==> src/rtl/ahb_pkg.sv <==
`default_nettype none
// ============================================================================
//  Module      : ahb_pkg
//  Description : Shared AHB-Lite constants, the command record carried by the
//                address slot, and a size-to-byte-mask helper.
//  Revision    : 1.0 - initial release
// ============================================================================
package ahb_pkg;

    // Command address width; the master's ADDR_W parameter must match it
    // because the address slot stores a cmd_t.
    localparam int CMD_ADDR_W = 8;
    localparam int BUS_W      = 32;

    localparam logic [1:0] HTRANS_IDLE   = 2'b00;
    localparam logic [1:0] HTRANS_NONSEQ = 2'b10;

    localparam logic [1:0] HSIZE_BYTE = 2'd0;
    localparam logic [1:0] HSIZE_HALF = 2'd1;
    localparam logic [1:0] HSIZE_WORD = 2'd2;

    localparam logic [2:0] HBURST_SINGLE = 3'b000;

    typedef struct packed {
        logic                  write;
        logic [CMD_ADDR_W-1:0] addr;
        logic [1:0]            size;
        logic [BUS_W-1:0]      wdata;
    } cmd_t;

    // Right-justified mask covering the bytes of one transfer of 'size'.
    function automatic logic [BUS_W-1:0] size_mask(input logic [1:0] size);
        logic [BUS_W-1:0] m;
        case (size)
            HSIZE_BYTE: m = 32'h0000_00FF;
            HSIZE_HALF: m = 32'h0000_FFFF;
            default:    m = 32'hFFFF_FFFF;
        endcase
        return m;
    endfunction

endpackage
`default_nettype wire

==> src/rtl/ahb_lane_steer.sv <==
`default_nettype none
// ============================================================================
//  Module      : ahb_lane_steer
//  Description : Combinational byte-lane handling for the AHB-Lite master.
//                - write path: mask to size, shift onto the addressed lanes
//                - read path : shift addressed lanes down, mask (zero-extend)
//                - alignment : flags misaligned half/word and illegal size 3
//  Ports       : i_wr_addr/i_wr_size/i_wr_data -> o_wr_lanes
//                i_rd_addr/i_rd_size/i_rd_data -> o_rd_value
//                i_chk_addr/i_chk_size         -> o_misaligned
//  Revision    : 1.0 - initial release
// ============================================================================
module ahb_lane_steer
    import ahb_pkg::*;
(
    input  logic [1:0]       i_wr_addr,
    input  logic [1:0]       i_wr_size,
    input  logic [BUS_W-1:0] i_wr_data,
    output logic [BUS_W-1:0] o_wr_lanes,
    input  logic [1:0]       i_rd_addr,
    input  logic [1:0]       i_rd_size,
    input  logic [BUS_W-1:0] i_rd_data,
    output logic [BUS_W-1:0] o_rd_value,
    input  logic [1:0]       i_chk_addr,
    input  logic [1:0]       i_chk_size,
    output logic             o_misaligned
);

    // Byte offset times eight gives the bit shift.
    assign o_wr_lanes = (i_wr_data & size_mask(i_wr_size)) << {i_wr_addr, 3'b000};
    assign o_rd_value = (i_rd_data >> {i_rd_addr, 3'b000}) & size_mask(i_rd_size);

    always_comb begin
        o_misaligned = 1'b0;
        case (i_chk_size)
            HSIZE_BYTE: o_misaligned = 1'b0;
            HSIZE_HALF: o_misaligned = i_chk_addr[0];
            HSIZE_WORD: o_misaligned = |i_chk_addr;
            default:    o_misaligned = 1'b1;
        endcase
    end

endmodule
`default_nettype wire

==> src/rtl/ahb_lite_master_cdl.sv <==
`default_nettype none
// ============================================================================
//  Module      : ahb_lite_master_cdl
//  Description : AHB-Lite single-transfer master. Commands are accepted into
//                an address slot (A), move to a data slot (D) when the address
//                phase completes, and produce one response pulse each, in order.
//  Ports       : clk, n_rst (async, active low)
//                cmd_*  : command stream in (valid/ready handshake)
//                rsp_*  : response pulse out (no backpressure)
//                h*     : AHB-Lite master interface, all outputs registered
//  Revision    : 1.0 - initial release
// ============================================================================
module ahb_lite_master_cdl
    import ahb_pkg::*;
#(
    parameter int ADDR_W = CMD_ADDR_W,   // must equal CMD_ADDR_W (>= 2)
    parameter int DATA_W = BUS_W         // only 32 supported
)(
    input  logic              clk,
    input  logic              n_rst,
    input  logic              cmd_valid,
    output logic              cmd_ready,
    input  logic              cmd_write,
    input  logic [ADDR_W-1:0] cmd_addr,
    input  logic [1:0]        cmd_size,
    input  logic [DATA_W-1:0] cmd_wdata,
    output logic              rsp_valid,
    output logic [DATA_W-1:0] rsp_rdata,
    output logic              rsp_error,
    output logic              hsel,
    output logic [ADDR_W-1:0] haddr,
    output logic [1:0]        hsize,
    output logic [1:0]        htrans,
    output logic [2:0]        hburst,
    output logic              hwrite,
    output logic [DATA_W-1:0] hwdata,
    input  logic [DATA_W-1:0] hrdata,
    input  logic              hresp,
    input  logic              hready
);

    // Address slot. A "local" entry is a misaligned/illegal command: it keeps
    // its place in the pipeline for ordering but is never driven as NONSEQ.
    cmd_t              r_a_cmd;
    logic              r_a_valid;
    logic              r_a_local;

    // Data slot: only what the response needs.
    logic              r_d_valid;
    logic              r_d_local;
    logic              r_d_write;
    logic [1:0]        r_d_addr_lo;
    logic [1:0]        r_d_size;

    logic [1:0]        r_htrans;
    logic              r_hsel;
    logic [DATA_W-1:0] r_hwdata;
    logic              r_rsp_valid;
    logic              r_rsp_error;
    logic [DATA_W-1:0] r_rsp_rdata;

    cmd_t              w_cmd;
    logic              w_cmd_misaligned;
    logic              w_cmd_ready;
    logic              w_accept;
    logic              w_a_done;
    logic              w_d_done;
    logic              w_a_valid_nxt;
    logic              w_a_local_nxt;
    logic              w_err_first;
    logic              w_issue;
    logic [DATA_W-1:0] w_wr_lanes;
    logic [DATA_W-1:0] w_rd_value;

    ahb_lane_steer u_lane_steer (
        .i_wr_addr    (r_a_cmd.addr[1:0]),
        .i_wr_size    (r_a_cmd.size),
        .i_wr_data    (r_a_cmd.wdata),
        .o_wr_lanes   (w_wr_lanes),
        .i_rd_addr    (r_d_addr_lo),
        .i_rd_size    (r_d_size),
        .i_rd_data    (hrdata),
        .o_rd_value   (w_rd_value),
        .i_chk_addr   (cmd_addr[1:0]),
        .i_chk_size   (cmd_size),
        .o_misaligned (w_cmd_misaligned)
    );

    always_comb begin
        w_cmd       = '0;
        w_cmd.write = cmd_write;
        w_cmd.addr  = cmd_addr;
        w_cmd.size  = cmd_size;
        w_cmd.wdata = cmd_wdata;
    end

    // The address phase (bus or local) completes only on an OKAY ready edge;
    // the data phase completes on any ready edge, including the second
    // cycle of an ERROR response, which is what leaves A retained.
    assign w_a_done    = r_a_valid && hready && !hresp;
    assign w_d_done    = r_d_valid && hready;
    assign w_cmd_ready = !hresp && (!r_a_valid || hready);
    assign w_accept    = cmd_valid && w_cmd_ready;

    assign w_a_valid_nxt = w_accept || (r_a_valid && !w_a_done);
    assign w_a_local_nxt = w_accept ? w_cmd_misaligned : r_a_local;

    // First ERROR cycle: master must drop to IDLE for the following cycle.
    assign w_err_first = hresp && !hready;
    assign w_issue     = !w_err_first && w_a_valid_nxt && !w_a_local_nxt;

    always_ff @(posedge clk or negedge n_rst) begin
        if (!n_rst) begin
            r_a_cmd     <= '0;
            r_a_valid   <= 1'b0;
            r_a_local   <= 1'b0;
            r_d_valid   <= 1'b0;
            r_d_local   <= 1'b0;
            r_d_write   <= 1'b0;
            r_d_addr_lo <= 2'b00;
            r_d_size    <= 2'b00;
            r_htrans    <= HTRANS_IDLE;
            r_hsel      <= 1'b0;
            r_hwdata    <= '0;
            r_rsp_valid <= 1'b0;
            r_rsp_error <= 1'b0;
            r_rsp_rdata <= '0;
        end else begin
            if (w_accept) begin
                r_a_cmd   <= w_cmd;
                r_a_valid <= 1'b1;
                r_a_local <= w_cmd_misaligned;
            end else if (w_a_done) begin
                r_a_valid <= 1'b0;
            end

            // hwdata only changes on a completing edge, so it holds through
            // wait states and through an ERROR response.
            if (w_a_done) begin
                r_d_valid   <= 1'b1;
                r_d_local   <= r_a_local;
                r_d_write   <= r_a_cmd.write;
                r_d_addr_lo <= r_a_cmd.addr[1:0];
                r_d_size    <= r_a_cmd.size;
                r_hwdata    <= (r_a_cmd.write && !r_a_local) ? w_wr_lanes : '0;
            end else if (w_d_done) begin
                r_d_valid   <= 1'b0;
            end

            r_htrans <= w_issue ? HTRANS_NONSEQ : HTRANS_IDLE;
            r_hsel   <= w_issue;

            r_rsp_valid <= w_d_done;
            if (w_d_done) begin
                r_rsp_error <= r_d_local || hresp;
                r_rsp_rdata <= (r_d_local || hresp || r_d_write) ? '0 : w_rd_value;
            end else begin
                r_rsp_error <= 1'b0;
                r_rsp_rdata <= '0;
            end
        end
    end

    assign cmd_ready = w_cmd_ready;
    assign rsp_valid = r_rsp_valid;
    assign rsp_rdata = r_rsp_rdata;
    assign rsp_error = r_rsp_error;
    assign hsel      = r_hsel;
    assign haddr     = r_a_cmd.addr;
    assign hsize     = r_a_cmd.size;
    assign htrans    = r_htrans;
    assign hburst    = HBURST_SINGLE;
    assign hwrite    = r_a_cmd.write;
    assign hwdata    = r_hwdata;

endmodule
`default_nettype wire
==> config.mk <==
export PLATFORM = sky130hd
export DESIGN_NAME = ahb_lite_master_cdl
export DESIGN_NICKNAME = d
export VERILOG_FILES = /design/src/rtl/ahb_pkg.sv /design/src/rtl/ahb_lane_steer.sv /design/src/rtl/ahb_lite_master_cdl.sv
export SDC_FILE = /design/constraint.sdc
export NUM_CORES = 1
export LEC_CHECK = 0
export CAP_MARGIN = 20
export CORE_ASPECT_RATIO = 1.25
export CORE_MARGIN = 5
export CORE_UTILIZATION = 40
export CTS_BUF_LIST = sky130_fd_sc_hd__clkbuf_16
export CTS_CLUSTER_SIZE = 16
export DETAILED_ROUTE_END_ITERATION = 12
export PLACE_DENSITY = 0.76
export SLEW_MARGIN = 20
export SYNTH_ARGS = -nofsm -noshare
export SYNTH_HDL_FRONTEND = slang
export SYNTH_SLANG_ARGS = --single-unit
==> constraint.sdc <==
create_clock -name clk -period 3.7 [get_ports clk]
set_input_delay 0.37 -clock clk [delete_from_list [all_inputs] [get_ports clk]]
set_output_delay 0.37 -clock clk [all_outputs]
set_load 0.05 [all_outputs]
==> metrics, run 1 <==
outcome finished with violations; failing checks negative hold slack; PnR worst setup slack 1220 ps; Synth Register Bits 119; DP Area 6990 um2; post-cts resize count 0; Port Buf Inserts 159; fmax 404 MHz; final setup fails 0; Die Area 16000 um2; WP depth 4; delay-heaviest family, CP buffers and inverters; WL final 14.4 mm; vias in the first global route 4159; Hold Path Class in -> async; Main synth FF type dfrtp_1; Slew Viols, Final 0; Max FO, Critical Path 9; Worst EP arrival 2110 ps; CTS Buf Count 17; Synth area leader dfrtp_1; EDFF count, synth 0; WHS -0.729 ps; Skew-Pair Late Insertion Delay 410 ps; Setup Buffers After CTS 0; vias per cell 5.24; Pleak 3.25 nW; ys async rst share 1.00; Die Ht 140 um; Tightest Pin Transition 754 ps; RSZ-0062 raised after global routing false; initial antenna violation count 0; layout cells sized above 1 0.156; DRT iter0 DRCs 240; top post-synthesis cells by area dfrtp_1 (55%), mux2_2 (11%), mux2i_1 (4.1%); antenna cells 0; GP Congestion 0.833; max_cap viols 0; CP endpoint cmd_ready; Warnings, synthesis 0; Setup Skew 8.93 ps; Cells after Synth 448; Worst setup EP type primary output; DR vias 4046; Root Buffer clkbuf_16; VDD IR max 0.000308 V; Max stage delay on crit path 810 ps; Total GRT Usage 0.182; Detail Route Antenna Nets 0; final hold violations 1; Die Wd 114 um; Sink Count 119; HPWL Detailed 10.5 mm; grt ovf 0; Design Area, Final 7590 um2; Reg-to-Reg End hwdata[17]; clock tree buffer depth 2; overall power 4.55 mW; pre-CTS setup slack 1210 ps; top post-synthesis cells by count dfrtp_1 (119), mux2_2 (51), nand2_1 (28); minimum clock period 2480 ps; Area growth, synth to finish 40.2%; CORE AREA 13300 um2; crit path launch type input port; Yosys cell types 42; H-tree depth 4; crit-path cells clkdlybuf4s50_1 > nor2b_1 > nor2_1 > clkdlybuf4s50_1; worst r2r src haddr[0]; Slew headroom 0.497; DRT Pass-1 Iters 5; boundary pin count 164; Crit Path Category in -> out; Final period util 0.670; Worst EP required 3330 ps; Syn Area/Cell 12.1 um2; clk slew on worst S/H paths 50 ps; Critical Path Source hready; slowest CP cell clkdlybuf4s50_1; worst reg2reg path depth 4; Seq/Total Area, Yosys 0.550; largest net degree at the start of global routing 83; worst reg-to-reg setup slack 1610 ps; post-synth top area share 0.550; Worst Path Buf+Inv 2; Mapped Area 5410 um2; CTS tree built; hold buffer count at cts 0; Power Density 599 nW/um2; Site Rows 47; DRC 0; top-count cell post-synth dfrtp_1; Most common cell on crit path clkdlybuf4s50_1; Initial Utilization 0.407; mean routed wirelength per cell 18.6 um; first-pass GRT wire length 22.7 mm; nets@finish 668; Setup TNS 0 ps
-- stage by stage --
| stage | hold slack (ps) | utilization | cells |
|---|---|---|---|
| 6_report | -0.729 | 0.571 | 772 |
| 5_1_grt | 89.0 | 0.571 | 772 |
| 4_1_cts | 185 | 0.571 | 772 |
| 3_5_place_dp | 476 | 0.526 | 740 |
| 3_3_place_gp | 470 | 0.526 | 740 |
| 2_1_floorplan | 74.4 | - | 451 |
-- how the worst min path moves through the flow --
stage	startpoint	endpoint	cells after the start
final	n_rst	hwdata[2]	1
after global routing	n_rst	r_a_cmd[26]	1
after CTS	n_rst	hwdata[26]	1
after detailed placement	hwdata[8]	hwdata[8]	2
after global placement	hwdata[11]	hwdata[11]	2
after floorplan	n_rst	haddr[0]	0
-- cell families after synthesis --
group | synth area share
DFF | 0.550
buffers and inverters | 0.0610
AOI/OAI and AO/OA | 0.121
other | 0.000693
and+or+nand+nor | 0.102
muxes | 0.165
-- cell type report --
class / count / area [um2]
Clock buffer: 17 / 425
Sequential cell: 119 / 2980
Inverter: 12 / 45.0
Fill cell: 1164 / 5700
Tap cell: 171 / 214
Timing Repair Buffer: 166 / 1650
Clock inverter: 15 / 164
Multi-Input combinational cell: 272 / 2120
-- metal layers --
| layer | track usage | vias to the layer above | wire, um |
|---|---|---|---|
| met3 | 0.0509 | 26 | 991 |
| met2 | 0.304 | 156 | 7150 |
| li1 | - | 1871 | - |
| met4 | 0.0600 | 0 | 288 |
| met1 | 0.226 | 1993 | 5930 |
| met5 | 0 | - | 0 |
-- flip-flops by register name, summed over array words and instances, names as in the netlist, 2 cells and up --
register,count
hwdata,32
r_a_cmd,32
rsp_rdata,32
haddr,8
hsize,2
r_d_addr_lo,2
r_d_size,2
-- cells in the final DEF, fill, tap and decap left out, types with 14 or more instances in the layout --
master / count
clkdlybuf4s50_1: 158
dfrtp_1: 119
mux2_2: 51
nand2_1: 28
mux2i_1: 22
o21ai_0: 21
and2_1: 18
clkbuf_16: 17
a211oi_1: 16
nor2_1: 15
inv_1: 14
nor2b_1: 14
-- power breakdown --
group          switching (mW)  internal (mW)
sequential              0.185           1.48
combinational           0.717          0.533
clock                   0.580           1.05
-- worst reg2reg max path, stage by stage (launching register included) --
cell and delay [ps]:
dfrtp_1 570, buf_4 410, mux2_2 410, a221o_1 310, a32o_1 270
(Power assumes the default switching activity.)
==> inputs of run 2 (changes only) <==
Clock period 3.7 ns to 2.3 ns, I/O delays scaled along.
==> metrics, run 2 (synthesis gave the netlist of run 1 again) <==
Port Buf Inserts 159 (unchanged); Site Rows 47 (unchanged); Area growth, synth to finish 43.0%; Slew Viols, Final 0 (unchanged); DRC 0 (unchanged); initial antenna violation count 0 (unchanged); layout cells sized above 1 0.169 (+0.0127); grt ovf 0 (unchanged); met2 WL post-DR 7.28 mm (+1.9%); mean routed wirelength per cell 18.5 um (-0.54%); Skew-Pair Late Insertion Delay 410 ps (about the same); Slew headroom 0.541 (+0.0435); combinational fraction of design power 0.276 (about the same); DRT Pass-1 Iters 5 (unchanged); worst r2r src haddr[0]; HPWL Detailed 11.0 mm (+4.9%); clock power share 0.364 (+0.006); CP endpoint hsize[1]; fmax 454 MHz; Die Wd 114 um (unchanged); CTS tree built; Detail Route Antenna Nets 0 (unchanged); Max stage delay on crit path 930 ps (+120 ps); worst reg2reg path depth 3 (-1); Final Core Density 0.582 (+0.0114); Die Ht 140 um (unchanged); clk slew on worst S/H paths 50 ps (about the same); Pleak 3.33 nW (+2.4%); most common cell after layout, fill and taps aside clkdlybuf4s50_1; Total GRT Usage 0.183 (+0.00106); worst reg-to-reg setup slack 400 ps (-1210 ps); nets@finish 676 (+1.2%); H-tree depth 4 (unchanged); Hold Path Class in -> async; RSZ-0062 raised after global routing false; Critical Path Source hsize[1]; top sig layer met4; DRT iter0 DRCs 335 (+40%); Worst EP required 2070 ps (-1260 ps); Worst setup EP type primary output; Final period util 0.958; Power Density 968 nW/um2 (+62%); WP depth 1 (-3); Worst Path Buf+Inv 1 (-1); vias in the first global route 4313 (+3.7%); outcome completed; Root Buffer clkbuf_16; Tightest Pin Transition 689 ps (-65.3 ps); boundary pin count 164 (unchanged); Initial Utilization 0.407 (unchanged); WHS 286 ps (+286 ps); largest net degree at the start of global routing 43 (-48%); GP Congestion 0.877 (+5.2%); Worst EP arrival 1970 ps (-140 ps); Sink Count 119 (unchanged); Filler cells 1106 (-5.0%); fin cells 780 (+1.0%); max_cap viols 0 (unchanged); delay-heaviest family, CP buffers and inverters; most frequent cells in the layout clkdlybuf4s50_1 (156), dfrtp_1 (119), mux2_2 (51); Setup TNS 0 ps (unchanged); Setup Skew 13.6 ps (+4.71 ps); VDD IR max 0.000594 V (+93%); switching share of power 0.320 (-0.00570); crit-path cells clkdlybuf4s50_1; Reg power frac 0.360 (-0.007); Crit Path Category reg -> out; metal1 wirelength 5.84 mm (-1.5%); PnR worst setup slack 95.6 ps (-1130 ps); vias per cell 5.26 (+0.34%); net switching power 2.40 mW (+62%); Die Area 16000 um2 (unchanged); pre-CTS setup slack 336 ps (-878 ps); crit path launch type register; minimum clock period 2200 ps; clock tree buffer depth 2 (unchanged); first-pass GRT wire length 22.8 mm (+0.43%); Max FO, Critical Path 13 (+4); Int Pwr 5.09 mW (+66%); CTS Buf Count 17 (unchanged); final hold violations 0 (-1); DR WL met3 1.05 mm (+6.3%); slowest CP cell clkdlybuf4s50_1; final setup fails 0 (unchanged); CORE AREA 13300 um2 (unchanged); placed cells 747 (+0.95%); Reg-to-Reg End hwdata[23]; WL final 14.4 mm (+0.49%); DR vias 4102 (+1.4%); antenna cells 0 (unchanged)
[run 2: metrics by stage]
step,power [mW],instance area (um2)
after floorplan,4.07,5420
after global placement,4.72,7120
after detailed placement,4.79,7120
after CTS,7.53,7740
after global routing,7.81,7740
final,7.49,7740
[run 2: how the worst min path moves through the flow]
stage	startpoint	to	slack, ps	cells past startpoint
final	n_rst	hwdata[2]	290	2
after global routing	n_rst	hwdata[2]	300	2
after CTS	n_rst	rsp_rdata[3]	280	2
after detailed placement	n_rst	rsp_rdata[13]	170	1
after global placement	n_rst	rsp_rdata[13]	170	1
after floorplan	n_rst	haddr[0]	-70	0
[run 2: cell type report]
class	count	area [um2]	area share
clock buffers	17	425	0.0550
well taps	171	214	0.0276
clock inverters	15	186	0.0241
inverters	12	45.0	0.00582
repair buffers	174	1770	0.229
flip-flops and latches	119	2980	0.385
multi-input cells	272	2120	0.273
[run 2: timing repair]
item,CTS,global route
hold buffers,1,0
buffers inserted,0,0
endpoints found under the hold margin,24,0
setup endpoints to repair,0,0
resized for setup,0,0
[run 2: routing by layer]
metal | vias to the layer above | track usage
li1 | 1884 | -
met3 | 20 | 0.0651
met5 | - | 0
met1 | 2034 | 0.218
met4 | 0 | 0.0550
met2 | 164 | 0.309
[run 2: power groups by stage]
stage | clock network (mW) | registers [mW] | logic [mW]
3_5_place_dp | 0 | 2.73 | 2.06
5_1_grt | 2.86 | 2.74 | 2.21
6_report | 2.73 | 2.70 | 2.07
3_3_place_gp | 0 | 2.70 | 2.02
2_1_floorplan | 0 | 2.92 | 1.15
4_1_cts | 2.76 | 2.69 | 2.08
==> inputs of run 3 (changes only) <==
Settings changed: CORE_ASPECT_RATIO 1.25 to 1.2, CORE_UTILIZATION 40 to 47, PLACE_DENSITY 0.76 to 0.86.
==> metrics, run 3 (synthesis gave the netlist of run 1 again) <==
outcome completed; crit path launch type register; nets@finish 676 (unchanged); Die Ht 128 um (-8.9%); Port Buf Inserts 159 (unchanged); Total GRT Usage 0.211 (+0.0284); most common cell after layout, fill and taps aside clkdlybuf4s50_1; H-tree depth 4 (unchanged); worst r2r src haddr[0]; Slew Viols, Final 0 (unchanged); Filler cells 839 (-24%); Max stage delay on crit path 910 ps (-20 ps); VDD IR max 0.000587 V (-1.2%); final hold violations 0 (unchanged); boundary pin count 164 (unchanged); Worst EP required 2070 ps (about the same); clk slew on worst S/H paths 50 ps (about the same); clock tree buffer depth 2 (unchanged); Area growth, synth to finish 42.6%; Die Area 13800 um2 (-14%); Setup Buffers After CTS 0 (unchanged); HPWL Detailed 10.3 mm (-6.1%); initial antenna violation count 0 (unchanged); Final period util 0.945 (-0.0130); area of the multi-input gates 2120 um2 (unchanged); RSZ-0062 raised after global routing false; Hold Path End haddr[4]; most frequent cells in the layout clkdlybuf4s50_1 (156), dfrtp_1 (119), mux2_2 (51); DRT Pass-1 Iters 7 (+2); WL final 14.0 mm (-3.2%); min-delay src cmd_addr[4]; vias in the first global route 4252 (-1.4%); largest net degree at the start of global routing 56 (+30%); WHS Path Cells 2; fmax 460 MHz (+1.4%); Initial Utilization 0.475 (+0.0673); Worst EP arrival 1940 ps (-30 ps); DRT iter0 DRCs 185 (-45%); slowest CP cell clkdlybuf4s50_1; max_cap viols 0 (unchanged); final setup fails 0 (unchanged); Tightest Pin Transition 739 ps (+50.4 ps); vias per cell 5.34 (+1.5%); grt ovf 0 (unchanged); Crit Path Category reg -> out; delay-heaviest family, CP buffers and inverters; first-pass GRT wire length 22.4 mm (-1.7%); GP Congestion 0.830 (-5.4%); Root Buffer clkbuf_16; Slew headroom 0.507 (-0.0336); Reg-to-Reg End hwdata[19]; Hold Path Class in -> reg; mean routed wirelength per cell 18.2 um (-1.4%); DR vias 4087 (-0.37%); Worst setup EP type primary output; Max FO, Critical Path 13 (unchanged); Detail Route Antenna Nets 0 (unchanged); CORE AREA 11400 um2 (-14%); Setup Skew 8.29 ps (-5.36 ps); Pleak 3.32 nW (-0.38%); CTS tree built; crit-path cells clkdlybuf4s50_1; post-cts resize count 0 (unchanged); worst reg2reg path depth 4 (+1); CTS Buf Count 17 (unchanged); Skew-Pair Late Insertion Delay 410 ps (about the same); Final Core Density 0.677 (+0.0944); Worst Path Buf+Inv 1 (unchanged); register area 2980 um2 (unchanged); Sink Count 119 (unchanged); minimum clock period 2170 ps (-29.8 ps); DRC 0 (unchanged); worst reg-to-reg setup slack 500 ps (+100 ps); layout cells sized above 1 0.169 (unchanged); Setup TNS 0 ps (unchanged); Die Wd 108 um (-5.3%); hold buffer count at cts 1 (unchanged); antenna cells 0 (unchanged); Power Density 966 nW/um2 (-0.23%); Site Rows 43 (-8.5%)
[run 3: stage by stage]
step                std cells  power (mW)  hold slack [ps]  area, um2  setup slack [ps]
CTS                       766        7.51              406       7720               114
detailed placement        733        4.75              342       7100               305
floorplan                 451        4.07            -65.6       5420               721
global placement          733        4.69              330       7100               358
finish                    766        7.45              424       7720               125
global route              766        7.78              413       7720              51.3
[run 3: where the power goes]
group | internal, mW | switching (mW)
Combinational | 0.907 | 1.15
Clock | 1.79 | 0.927
Sequential | 2.39 | 0.287
[run 3: how the worst max path moves through the flow]
stage / start / to / slack, ps / cells after the start
global placement: hready / r_a_cmd[29] / 360 / 5
global route: hsize[1] / hsize[1] / 50 / 1
finish: hsize[1] / hsize[1] / 130 / 1
detailed placement: hready / hwdata[3] / 300 / 4
CTS: hsize[1] / hsize[1] / 110 / 1
floorplan: hwrite / hwdata[5] / 720 / 5
[run 3: area by class of cell]
class | count | share of cell area
Clock inverter | 15 | 0.0238
Tap cell | 157 | 0.0254
Timing Repair Buffer | 174 | 0.230
Sequential cell | 119 | 0.386
Inverter | 12 | 0.00584
Clock buffer | 17 | 0.0551
Multi-Input combinational cell | 272 | 0.274
[run 3: per-layer routing]
layer	part of all wire	vias up	track usage
li1	-	1886	-
met1	0.38	2001	0.241
met2	0.52	178	0.357
met3	0.075	22	0.0753
met4	0.020	0	0.0921
met5	0	-	0
